$ cat src/rtl/guitar_pkg.sv
// Shared types and constants for the five-lane note scroller.
package guitar_pkg;

    localparam int NUM_LANES = 5;
    localparam logic [15:0] SCORE_MAX = 16'hFFFF;

    typedef enum logic [2:0] {
        LANE_RED    = 3'd0,
        LANE_BLUE   = 3'd1,
        LANE_GREEN  = 3'd2,
        LANE_YELLOW = 3'd3,
        LANE_ORANGE = 3'd4
    } lane_e;

    typedef enum logic {
        IDLE    = 1'b0,
        FALLING = 1'b1
    } lane_state_e;

endpackage

$ cat src/rtl/note_lane_scroller_if.sv
// Spawn request handshake between the note sequencer and the scroller.
interface note_lane_scroller_if;

    logic       spawn_valid;
    logic [2:0] spawn_lane;
    logic       spawn_ready;

    modport master (
        output spawn_valid,
        output spawn_lane,
        input  spawn_ready
    );

    modport slave (
        input  spawn_valid,
        input  spawn_lane,
        output spawn_ready
    );

endinterface

$ cat src/rtl/note_lane.sv
// One note lane: fall FSM, y register, hit window and sprite window.
module note_lane
    import guitar_pkg::*;
#(
    parameter lane_e LANE        = LANE_RED,
    parameter int    SPRITE_W    = 64,
    parameter int    SPRITE_H    = 64,
    parameter int    SCREEN_H    = 480,
    parameter int    LANE_X_BASE = 160,
    parameter int    LANE_PITCH  = 64,
    parameter int    SPEED       = 4,
    parameter int    HIT_Y       = 400,
    parameter int    HIT_WIN     = 16
) (
    input  logic       clk,
    input  logic       rst_n,
    input  logic       spawn,
    input  logic       frame_tick,
    input  logic       strum_tick,
    input  logic       fret_bit,
    input  logic [9:0] draw_x,
    input  logic [9:0] draw_y,
    output logic       active,
    output logic [9:0] x_pos,
    output logic [9:0] y_pos,
    output logic       hit,
    output logic       miss,
    output logic       is_sprite
);

    localparam int XI = LANE_X_BASE + int'(LANE) * LANE_PITCH;
    localparam logic [10:0] X0 = 11'(XI);

    lane_state_e state_q, state_d;
    logic [9:0]  y_q, y_d;
    logic [10:0] y_ext, y_next, dx, dy;
    logic        in_win, in_x, in_y;

    assign y_ext  = {1'b0, y_q};
    assign y_next = y_ext + 11'(SPEED);
    assign in_win = (y_ext + 11'(HIT_WIN) >= 11'(HIT_Y))
                 && (y_ext <= 11'(HIT_Y + HIT_WIN));

    always_comb begin
        state_d = state_q;
        y_d     = y_q;
        hit     = 1'b0;
        miss    = 1'b0;
        unique case (state_q)
            IDLE: begin
                if (spawn) begin
                    state_d = FALLING;
                    y_d     = '0;
                end
            end
            FALLING: begin
                // Strum is judged on the pre-move y, so a hit beats the move.
                if (strum_tick && fret_bit && in_win) begin
                    hit     = 1'b1;
                    state_d = IDLE;
                end else if (frame_tick) begin
                    if (y_next >= 11'(SCREEN_H)) begin
                        miss    = 1'b1;
                        state_d = IDLE;
                    end else begin
                        y_d = y_next[9:0];
                    end
                end
            end
            default: state_d = IDLE;
        endcase
    end

    always_ff @(posedge clk or negedge rst_n) begin
        if (!rst_n) begin
            state_q <= IDLE;
            y_q     <= '0;
        end else begin
            state_q <= state_d;
            y_q     <= y_d;
        end
    end

    assign dx   = {1'b0, draw_x};
    assign dy   = {1'b0, draw_y};
    assign in_x = (dx >= X0) && (dx < X0 + 11'(SPRITE_W));
    assign in_y = (dy >= y_ext) && (dy < y_ext + 11'(SPRITE_H));

    always_ff @(posedge clk or negedge rst_n) begin
        if (!rst_n) is_sprite <= 1'b0;
        else        is_sprite <= active && in_x && in_y;
    end

    assign active = (state_q == FALLING);
    assign x_pos  = X0[9:0];
    assign y_pos  = y_q;

endmodule

$ cat src/rtl/note_lane_scroller.sv
// Five-lane note scroller: input sync, spawn decode, scoring, fan-out.
// Optional streak multiplier enabled with NOTE_STREAK_EN.
module note_lane_scroller
    import guitar_pkg::*;
#(
    parameter int SPRITE_W    = 64,
    parameter int SPRITE_H    = 64,
    parameter int SCREEN_H    = 480,
    parameter int LANE_X_BASE = 160,
    parameter int LANE_PITCH  = 64,
    parameter int SPEED       = 4,
    parameter int HIT_Y       = 400,
    parameter int HIT_WIN     = 16
) (
    input  logic                 Clk,
    input  logic                 Reset_n,
    input  logic                 frame_clk,
    input  logic [9:0]           DrawX,
    input  logic [9:0]           DrawY,
    note_lane_scroller_if.slave  spawn,
    input  logic                 strum,
    input  logic [4:0]           fret,
    output logic [9:0]           red_x_pos,
    output logic [9:0]           red_y_pos,
    output logic [9:0]           blue_x_pos,
    output logic [9:0]           blue_y_pos,
    output logic [9:0]           green_x_pos,
    output logic [9:0]           green_y_pos,
    output logic [9:0]           yellow_x_pos,
    output logic [9:0]           yellow_y_pos,
    output logic [9:0]           orange_x_pos,
    output logic [9:0]           orange_y_pos,
    output logic                 is_sprite_red,
    output logic                 is_sprite_blue,
    output logic                 is_sprite_green,
    output logic                 is_sprite_yellow,
    output logic                 is_sprite_orange,
    output logic                 hit_pulse,
    output logic                 miss_pulse,
    output logic [15:0]          score,
    output logic [7:0]           streak
);

    logic [2:0] frame_sr, strum_sr;
    logic       frame_tick, strum_tick, run_q, lane_ok;

    logic [NUM_LANES-1:0] active, accept, hit, miss, sprite;
    logic [9:0]           x_pos [NUM_LANES];
    logic [9:0]           y_pos [NUM_LANES];

    logic [2:0]  n_hits;
    logic [4:0]  inc;
    logic [16:0] sum;
    logic [15:0] score_q;

    always_ff @(posedge Clk or negedge Reset_n) begin
        if (!Reset_n) begin
            frame_sr <= '0;
            strum_sr <= '0;
            run_q    <= 1'b0;
        end else begin
            frame_sr <= {frame_sr[1:0], frame_clk};
            strum_sr <= {strum_sr[1:0], strum};
            run_q    <= 1'b1;
        end
    end

    assign frame_tick = frame_sr[1] & ~frame_sr[2];
    assign strum_tick = strum_sr[1] & ~strum_sr[2];

    // Out-of-range lanes are always ready so bad requests drain away.
    assign lane_ok = (spawn.spawn_lane <= 3'(NUM_LANES - 1));

    always_comb begin
        spawn.spawn_ready = 1'b0;
        if (run_q)
            spawn.spawn_ready = lane_ok ? !active[spawn.spawn_lane] : 1'b1;
    end

    for (genvar i = 0; i < NUM_LANES; i++) begin : g_lane
        assign accept[i] = spawn.spawn_valid && spawn.spawn_ready
                        && lane_ok && (spawn.spawn_lane == 3'(i));

        note_lane #(
            .LANE        (lane_e'(i)),
            .SPRITE_W    (SPRITE_W),
            .SPRITE_H    (SPRITE_H),
            .SCREEN_H    (SCREEN_H),
            .LANE_X_BASE (LANE_X_BASE),
            .LANE_PITCH  (LANE_PITCH),
            .SPEED       (SPEED),
            .HIT_Y       (HIT_Y),
            .HIT_WIN     (HIT_WIN)
        ) u_lane (
            .clk        (Clk),
            .rst_n      (Reset_n),
            .spawn      (accept[i]),
            .frame_tick (frame_tick),
            .strum_tick (strum_tick),
            .fret_bit   (fret[i]),
            .draw_x     (DrawX),
            .draw_y     (DrawY),
            .active     (active[i]),
            .x_pos      (x_pos[i]),
            .y_pos      (y_pos[i]),
            .hit        (hit[i]),
            .miss       (miss[i]),
            .is_sprite  (sprite[i])
        );
    end

    always_comb begin
        n_hits = '0;
        for (int i = 0; i < NUM_LANES; i++)
            n_hits = n_hits + 3'(hit[i]);
    end

`ifdef NOTE_STREAK_EN
    logic [7:0] streak_q;

    assign inc = (streak_q >= 8'd8) ? {1'b0, n_hits, 1'b0}
                                    : {2'b0, n_hits};

    always_ff @(posedge Clk or negedge Reset_n) begin
        if (!Reset_n)
            streak_q <= '0;
        else if ((|miss) || (strum_tick && n_hits == 3'd0))
            streak_q <= '0;
        else if (n_hits != 3'd0 && streak_q != 8'hFF)
            streak_q <= streak_q + 8'd1;
    end

    assign streak = streak_q;
`else
    assign inc    = {2'b0, n_hits};
    assign streak = '0;
`endif

    assign sum = {1'b0, score_q} + 17'(inc);

    always_ff @(posedge Clk or negedge Reset_n) begin
        if (!Reset_n) begin
            score_q    <= '0;
            hit_pulse  <= 1'b0;
            miss_pulse <= 1'b0;
        end else begin
            score_q    <= sum[16] ? SCORE_MAX : sum[15:0];
            hit_pulse  <= |hit;
            miss_pulse <= |miss;
        end
    end

    assign score = score_q;

    assign red_x_pos    = x_pos[LANE_RED];
    assign red_y_pos    = y_pos[LANE_RED];
    assign blue_x_pos   = x_pos[LANE_BLUE];
    assign blue_y_pos   = y_pos[LANE_BLUE];
    assign green_x_pos  = x_pos[LANE_GREEN];
    assign green_y_pos  = y_pos[LANE_GREEN];
    assign yellow_x_pos = x_pos[LANE_YELLOW];
    assign yellow_y_pos = y_pos[LANE_YELLOW];
    assign orange_x_pos = x_pos[LANE_ORANGE];
    assign orange_y_pos = y_pos[LANE_ORANGE];

    assign is_sprite_red    = sprite[LANE_RED];
    assign is_sprite_blue   = sprite[LANE_BLUE];
    assign is_sprite_green  = sprite[LANE_GREEN];
    assign is_sprite_yellow = sprite[LANE_YELLOW];
    assign is_sprite_orange = sprite[LANE_ORANGE];

endmodule

$ cat src/flat_wrapper.sv
// flat-port wrapper written by rule: the top's interface ports become plain ports
module note_lane_scroller_flat import guitar_pkg::*;
#(
    parameter int SPRITE_W    = 64,
    parameter int SPRITE_H    = 64,
    parameter int SCREEN_H    = 480,
    parameter int LANE_X_BASE = 160,
    parameter int LANE_PITCH  = 64,
    parameter int SPEED       = 4,
    parameter int HIT_Y       = 400,
    parameter int HIT_WIN     = 16
)
  (Clk, Reset_n, frame_clk, DrawX, DrawY, strum, fret, red_x_pos, red_y_pos, blue_x_pos, blue_y_pos, green_x_pos, green_y_pos, yellow_x_pos, yellow_y_pos, orange_x_pos, orange_y_pos, is_sprite_red, is_sprite_blue, is_sprite_green, is_sprite_yellow, is_sprite_orange, hit_pulse, miss_pulse, score, streak, spawn_spawn_valid, spawn_spawn_lane, spawn_spawn_ready);
  note_lane_scroller_if spawn_i ();
  input  logic Clk;
  input  logic Reset_n;
  input  logic frame_clk;
  input  logic [9:0] DrawX;
  input  logic [9:0] DrawY;
  input  logic strum;
  input  logic [4:0] fret;
  output logic [9:0] red_x_pos;
  output logic [9:0] red_y_pos;
  output logic [9:0] blue_x_pos;
  output logic [9:0] blue_y_pos;
  output logic [9:0] green_x_pos;
  output logic [9:0] green_y_pos;
  output logic [9:0] yellow_x_pos;
  output logic [9:0] yellow_y_pos;
  output logic [9:0] orange_x_pos;
  output logic [9:0] orange_y_pos;
  output logic is_sprite_red;
  output logic is_sprite_blue;
  output logic is_sprite_green;
  output logic is_sprite_yellow;
  output logic is_sprite_orange;
  output logic hit_pulse;
  output logic miss_pulse;
  output logic [15:0] score;
  output logic [7:0] streak;
  input wire logic [$bits(spawn_i.spawn_valid)-1:0] spawn_spawn_valid;
  input wire logic [$bits(spawn_i.spawn_lane)-1:0] spawn_spawn_lane;
  output wire logic [$bits(spawn_i.spawn_ready)-1:0] spawn_spawn_ready;
  assign spawn_i.spawn_valid = spawn_spawn_valid;
  assign spawn_i.spawn_lane = spawn_spawn_lane;
  assign spawn_spawn_ready = spawn_i.spawn_ready;
  note_lane_scroller #(.SPRITE_W(SPRITE_W), .SPRITE_H(SPRITE_H), .SCREEN_H(SCREEN_H), .LANE_X_BASE(LANE_X_BASE), .LANE_PITCH(LANE_PITCH), .SPEED(SPEED), .HIT_Y(HIT_Y), .HIT_WIN(HIT_WIN)) u_core (.Clk(Clk), .Reset_n(Reset_n), .frame_clk(frame_clk), .DrawX(DrawX), .DrawY(DrawY), .spawn(spawn_i), .strum(strum), .fret(fret), .red_x_pos(red_x_pos), .red_y_pos(red_y_pos), .blue_x_pos(blue_x_pos), .blue_y_pos(blue_y_pos), .green_x_pos(green_x_pos), .green_y_pos(green_y_pos), .yellow_x_pos(yellow_x_pos), .yellow_y_pos(yellow_y_pos), .orange_x_pos(orange_x_pos), .orange_y_pos(orange_y_pos), .is_sprite_red(is_sprite_red), .is_sprite_blue(is_sprite_blue), .is_sprite_green(is_sprite_green), .is_sprite_yellow(is_sprite_yellow), .is_sprite_orange(is_sprite_orange), .hit_pulse(hit_pulse), .miss_pulse(miss_pulse), .score(score), .streak(streak));
endmodule
$ cat config.mk
export PLATFORM = sky130hd
export DESIGN_NAME = note_lane_scroller_flat
export DESIGN_NICKNAME = d
export VERILOG_FILES = /design/src/rtl/guitar_pkg.sv /design/src/rtl/note_lane_scroller_if.sv /design/src/rtl/note_lane.sv /design/src/rtl/note_lane_scroller.sv /design/src/flat_wrapper.sv
export SDC_FILE = /design/constraint.sdc
export NUM_CORES = 1
export LEC_CHECK = 0
export ABC_AREA = 1
export BUFFER_PORTS_ARGS = -buffer_cell sky130_fd_sc_hd__clkbuf_2
export CORE_ASPECT_RATIO = 1.5
export CORE_UTILIZATION = 60
export CTS_CLUSTER_SIZE = 10
export DETAILED_ROUTE_END_ITERATION = 10
export PLACE_DENSITY = 0.93
export SLEW_MARGIN = 30
export SYNTH_ARGS = -nofsm -noshare
export SYNTH_HDL_FRONTEND = slang
export SYNTH_SLANG_ARGS = --single-unit
$ cat constraint.sdc
create_clock -name Clk -period 11.4 [get_ports Clk]
set_clock_uncertainty 0.05 [all_clocks]
set_input_delay 2.28 -clock Clk [delete_from_list [all_inputs] [get_ports Clk]]
set_output_delay 2.28 -clock Clk [all_outputs]
set_load 0.02 [all_outputs]
Word-level counts from Yosys, hierarchy flattened
Cells that the tools add are included.

storage, ports and cells
  flip-flop bits (word level) = 85
  input bits = 33
  logic and storage cells = 247

cells by class
  add/subtract/negate cells = 20
  order comparisons = 37
  eq/ne operators = 24
  multiplexer cells = 85
  bitwise logic cells = 9
  reductions and logical operators = 51

operator list
  kind                     number
  $mux W10                 20
  $ge A11 B9 Y1 const B    10
  $pmux W10 S2             5
  $add A10 B3 Y11 const B  5
  $add A10 B5 Y11 const B  5
  $add A10 B7 Y11 const B  5
  $lt A10 B11 Y1           5
  $mux W1                  53
  $ge A10 B10 Y1           5
  $le A10 B9 Y1 const B    5
  $logic_and A1 B1 Y1      42
  $lt A10 B9 Y1 const B    4
  $ge A10 B9 Y1 const B    3
  $ne A2 B2 Y1 const B     15
  $ge A10 B8 Y1 const B    2
  $reduce_and A4 Y1        5
  $add A16 B3 Y17          1
  $mux W16                 1
  $lt A10 B8 Y1 const B    1
  $ne A2 B1 Y1 const B     5
  $pmux W1 S2              5
  $reduce_or A5 Y1         2
  $add A3 B1 Y3            3
  $not A1 Y1               7
  other kinds (10)         12

Longest topological paths before layout
  depth in word-level cells = 12
  mapped depth = 27
  mapped depth without buffers = 26

Hierarchy
From an unflattened synthesis, not the netlist that was laid out.

second synthesis, totals
  cells, all modules = 1,135
  area, all modules = 8,101.5 um^2

by module, submodules not included
  module                                instances  cells each  area an instance (um^2)  seq. area each (um^2)
  note_lane_scroller                    1          182         1,492.7                  625.6
  note_lane at u_core.g_lane[1].u_lane  1          201         1,400.1                  250.2
  note_lane at u_core.g_lane[2].u_lane  1          192         1,328.8                  250.2
  note_lane at u_core.g_lane[4].u_lane  1          192         1,315.0                  250.2
  note_lane at u_core.g_lane[0].u_lane  1          182         1,291.2                  250.2
  note_lane at u_core.g_lane[3].u_lane  1          186         1,273.7                  250.2

Worst setup path before layout
Ideal clock, no wire load.

  path kind = in2reg
  start point = input port fret[1]
  end point = register u_core.score_q[14], in the netlist u_core.score[14]
  data arrival time = 5,550 ps
  data required time = 11,220 ps
  path slack = 5,670 ps
  stages = 24
  cell sequence = nand2_1 -> nor2_1 -> nand2_1 -> a21oi_2 -> nand3_2 -> inv_1 -> nand2_1 -> inv_1 -> ha_1 -> inv_1 -> fa_1 -> inv_1 -> ha_1 -> fa_1 -> inv_1 -> fa_1 -> nor2_1 -> nor2_1 -> nor4_4 -> nand2_1 -> nor2_1 -> nand2_1 -> nand2_1 -> nand3_1

between the ends
  word-level cells in the longest chain between the ends = 10

ends and longest elaborated chain
  element                            line                       source
  from (decl)                        flat_wrapper.sv:21         input logic [4:0] fret;
  $logic_and A1 B1 Y1 (2 in series)  note_lane.sv:58            if (strum_tick && fret_bit && in_win) begin
  $mux W1                            note_lane.sv:58
  $mux W1                            note_lane.sv:49            unique case (state_q)
  $add A1 B1 Y2                      note_lane_scroller.sv:115  n_hits = n_hits + 3'(hit[i]);
  $add A3 B1 Y3 (3 in series)        note_lane_scroller.sv:115
  $add A16 B3 Y17                    note_lane_scroller.sv:139  assign sum = {1'b0, score_q} + 17'(inc);
  $mux W16                           note_lane_scroller.sv:147  score_q <= sum[16] ? SCORE_MAX : sum[15:0];
  to (signal assigned)               note_lane_scroller.sv:147
  to (decl)                          note_lane_scroller.sv:54   logic [15:0] score_q;

Every way passes these cells.
A chain may end at the register's enable or synchronous reset.

Worst setup path in the final report
  start point = input port fret[1]
  end point = register u_core.score_q[10], in the netlist u_core.score[10]

The elaborated chain is that of the path after synthesis.

==> metrics <==
worst-case clock buffer depth 2; Slew Limit Fails 0; antenna cell count 0; min-delay src u_core.strum_sr[0]; critical path buffer and inverter count 6; unrepaired setup endpoints after global routing false; clk_lat worst skew 350 ps; CP Capture Type flop; first drt pass iteration count 5; CP top delay family adder cells; TritonCTS buffer count 9; Hold Fails Final Rpt 0; post-synthesis sequential area ratio 24.2%; core region area 12500 µm²; Synth Register Bits 75; final period utilization 52.0%; Hold Path Depth 0; area growth from synthesis to layout 7.49%; crit-path cells clkbuf_2, nand2_1, nor2_1, nand2_1, a21oi_2, nand3_2, inv_1, nand2_1, inv_1, ha_1, inv_1, fa_1, inv_1, ha_1, fa_1, inv_1, fa_1, nor2_1, nor2_1, nor4_4, nand3_1, o21ai_0, a21o_1; wire per inst 14.6 µm; Clock Pin Slew Worst Setup and Hold Paths 60 ps; Commonest cells post-synth nand2_1 (285), inv_1 (116), nor2_1 (102), ha_1 (100), nand3_1 (83); leading area contributor after synthesis dfrtp_1; Routed Antenna Nets 0; Vias 7493; Root Driver clkbuf_16; PD cells 117 nW/µm²; Synth area leaders dfrtp_1 (24%), ha_1 (16%), nand2_1 (14%); gr busiest metal met2; dpl hpwl 15000 µm; setup slack after layout 5480 ps; Worst-Margin Slew 755 ps; met2 usage 51.0%; clk sink count 75; max incr delay on CP 530 ps; syn_area_per_cell 7.15 µm²; Resize count post-CTS 0; ys async rst share 100%; final setup fails 0; worst r2r src u_core.g_lane[0].u_lane.y_pos[4]; Top Ports 165; Die Wd 94.8 µm; vias in the first global route 7086; first-pass GRT wire length 31300 µm; Setup CP Type in -> reg; CP Data Arrival Time 6160 ps; top-count cell post-synth nand2_1; slowest cell on the critical path fa_1; minimum clock period after layout 5920 ps; Crit Path Max Fanout 8; RR Endpoint u_core.score[10]; gr usage total 29.6%; hold_buf cts 0; Setup TNS 0 ps; EDFF count, synth 0; Most used DFF post-synth dfrtp_1; Leak 4.42 nW; Final nets 1306; Worst Reg-to-Reg Cells 24; TritonCTS clock tree yes; Setup Buffers After CTS 0; CP dominant cell by count inv_1; largest net degree at the start of global routing 76; Synth Instances 1084; register-to-register setup slack 6370 ps; Yosys warning count 0; normalized max-slew margin 49.5%; full die area 13400 µm²; # DRC 0; port bufs 89; WP data required 11630 ps; Hold Path Sink u_core.strum_sr[1]; fmax 0.169 GHz; M1 GR Usage 32.0%; gp weighted congestion 0.958; met3 Usage GRT 5.23%; Synth top area share 24.2%; Cell Area, Synth 7750 µm²; antenna violations before repair 0; number of DRC markers in iteration 0 435; Yosys cell types 42; share of post-route cells with drive strength above 1 14.4%; Die H 141 µm; DP Worst Slack 5140 ps; Vias/cell 5.63; peak supply drop 0.0842 mV; Starting Density 62.0%; Worst setup SP type primary input; status finished, final reports clean; grt ovf 0; H-Tree Depth 3; routed wire length 19500 µm; MaxCap Viol Count 0; Worst Hold Class reg -> reg; num rows 50
## through the flow
stage	util [%]	cell area (µm²)	total power, mW	hold slack [ps]	std cells
after floorplan	-	8010	0.619	281	1151
after global placement	64.3	8050	0.682	283	1315
after detailed placement	64.3	8050	0.693	292	1315
after CTS	66.6	8330	0.970	307	1331
after global routing	66.6	8340	1.03	308	1331
final	66.6	8340	0.973	303	1331
## layout by cell type (no fill, tap or decap), types with 11 or more instances in the layout
| master | n |
|---|---|
| inv_1 | 116 |
| nand2_2 | 17 |
| o21ai_0 | 18 |
| conb_1 | 69 |
| nor2_1 | 102 |
| nand2_1 | 285 |
| nor3_1 | 11 |
| dfrtp_1 | 75 |
| nand4_1 | 33 |
| ha_1 | 100 |
| nand3_1 | 83 |
| a21oi_1 | 48 |
| xor2_1 | 18 |
| clkbuf_2 | 88 |
## registers in the layout, indices dropped and copies added, names as in the netlist
| register | flops |
|---|---|
| u_core.frame_sr | 3 |
| u_core.g_lane.u_lane.active | 5 |
| u_core.g_lane.u_lane.is_sprite | 5 |
| u_core.g_lane.u_lane.y_pos | 40 |
| u_core.hit_pulse | 1 |
| u_core.miss_pulse | 1 |
| u_core.run_q | 1 |
| u_core.score | 16 |
| u_core.strum_sr | 3 |
## worst reg2reg max path: stages, from the launching register on
cell and delay, ps:
dfrtp_1 540, inv_1 170, ha_1 320, inv_1 60, nand2_1 50, nor2_1 110
nand2_1 60, nand3_1 70, nand2_1 50, nand2_1 90, nor2_1 90, ha_1 290
inv_1 50, fa_1 530, inv_1 50, ha_1 200, fa_1 510, inv_1 70
fa_1 400, nor2_1 170, nor2_1 110, nor4_4 280, nand3_1 360, o21ai_0 180
a21o_1 100
## per-layer routing
metal | vias up | share of wire, %
met4 | 0 | 6.4
met2 | 343 | 49
li1 | 3585 | -
met5 | - | 0
met1 | 3474 | 38
met3 | 91 | 6.4
## cell families after synthesis
group           count (synthesis)  synth area share [%]
simple gates                  573                  33.6
other cells                     2                0.0968
xor+xnor                       25                  2.82
buf+inv                       201                  13.7
compound gates                105                  8.68
flops                          75                  24.2
fa+ha+maj                     103                  16.9
## worst max-delay path by stage
stage                        from                to  cells past startpoint  slack, ps
after floorplan           fret[1]  u_core.score[14]                     24       5670
after global placement    fret[1]  u_core.score[10]                     23       5220
after detailed placement  fret[1]  u_core.score[10]                     23       5140
after CTS                 fret[1]  u_core.score[10]                     23       5480
after global routing      fret[1]  u_core.score[10]                     23       5160
final                     fret[1]  u_core.score[10]                     23       5480
## area by class of cell
class | count | area, µm²
inverters | 120 | 464
fillers | 1094 | 4180
clock buffers | 9 | 225
well taps | 156 | 195
clock inverters | 7 | 57.6
multi-input cells | 875 | 5060
repair buffers | 89 | 452
flip-flops and latches | 75 | 1880
## report_power, final
| part | internal (mW) | total (mW) | switching [mW] |
|---|---|---|---|
| registers | 0.291 | 0.345 | 0.0541 |
| clock network | 0.150 | 0.276 | 0.125 |
| logic | 0.106 | 0.351 | 0.245 |
| total | 0.548 | 0.973 | 0.425 |
Note: power is estimated with default switching activity, not from simulation.
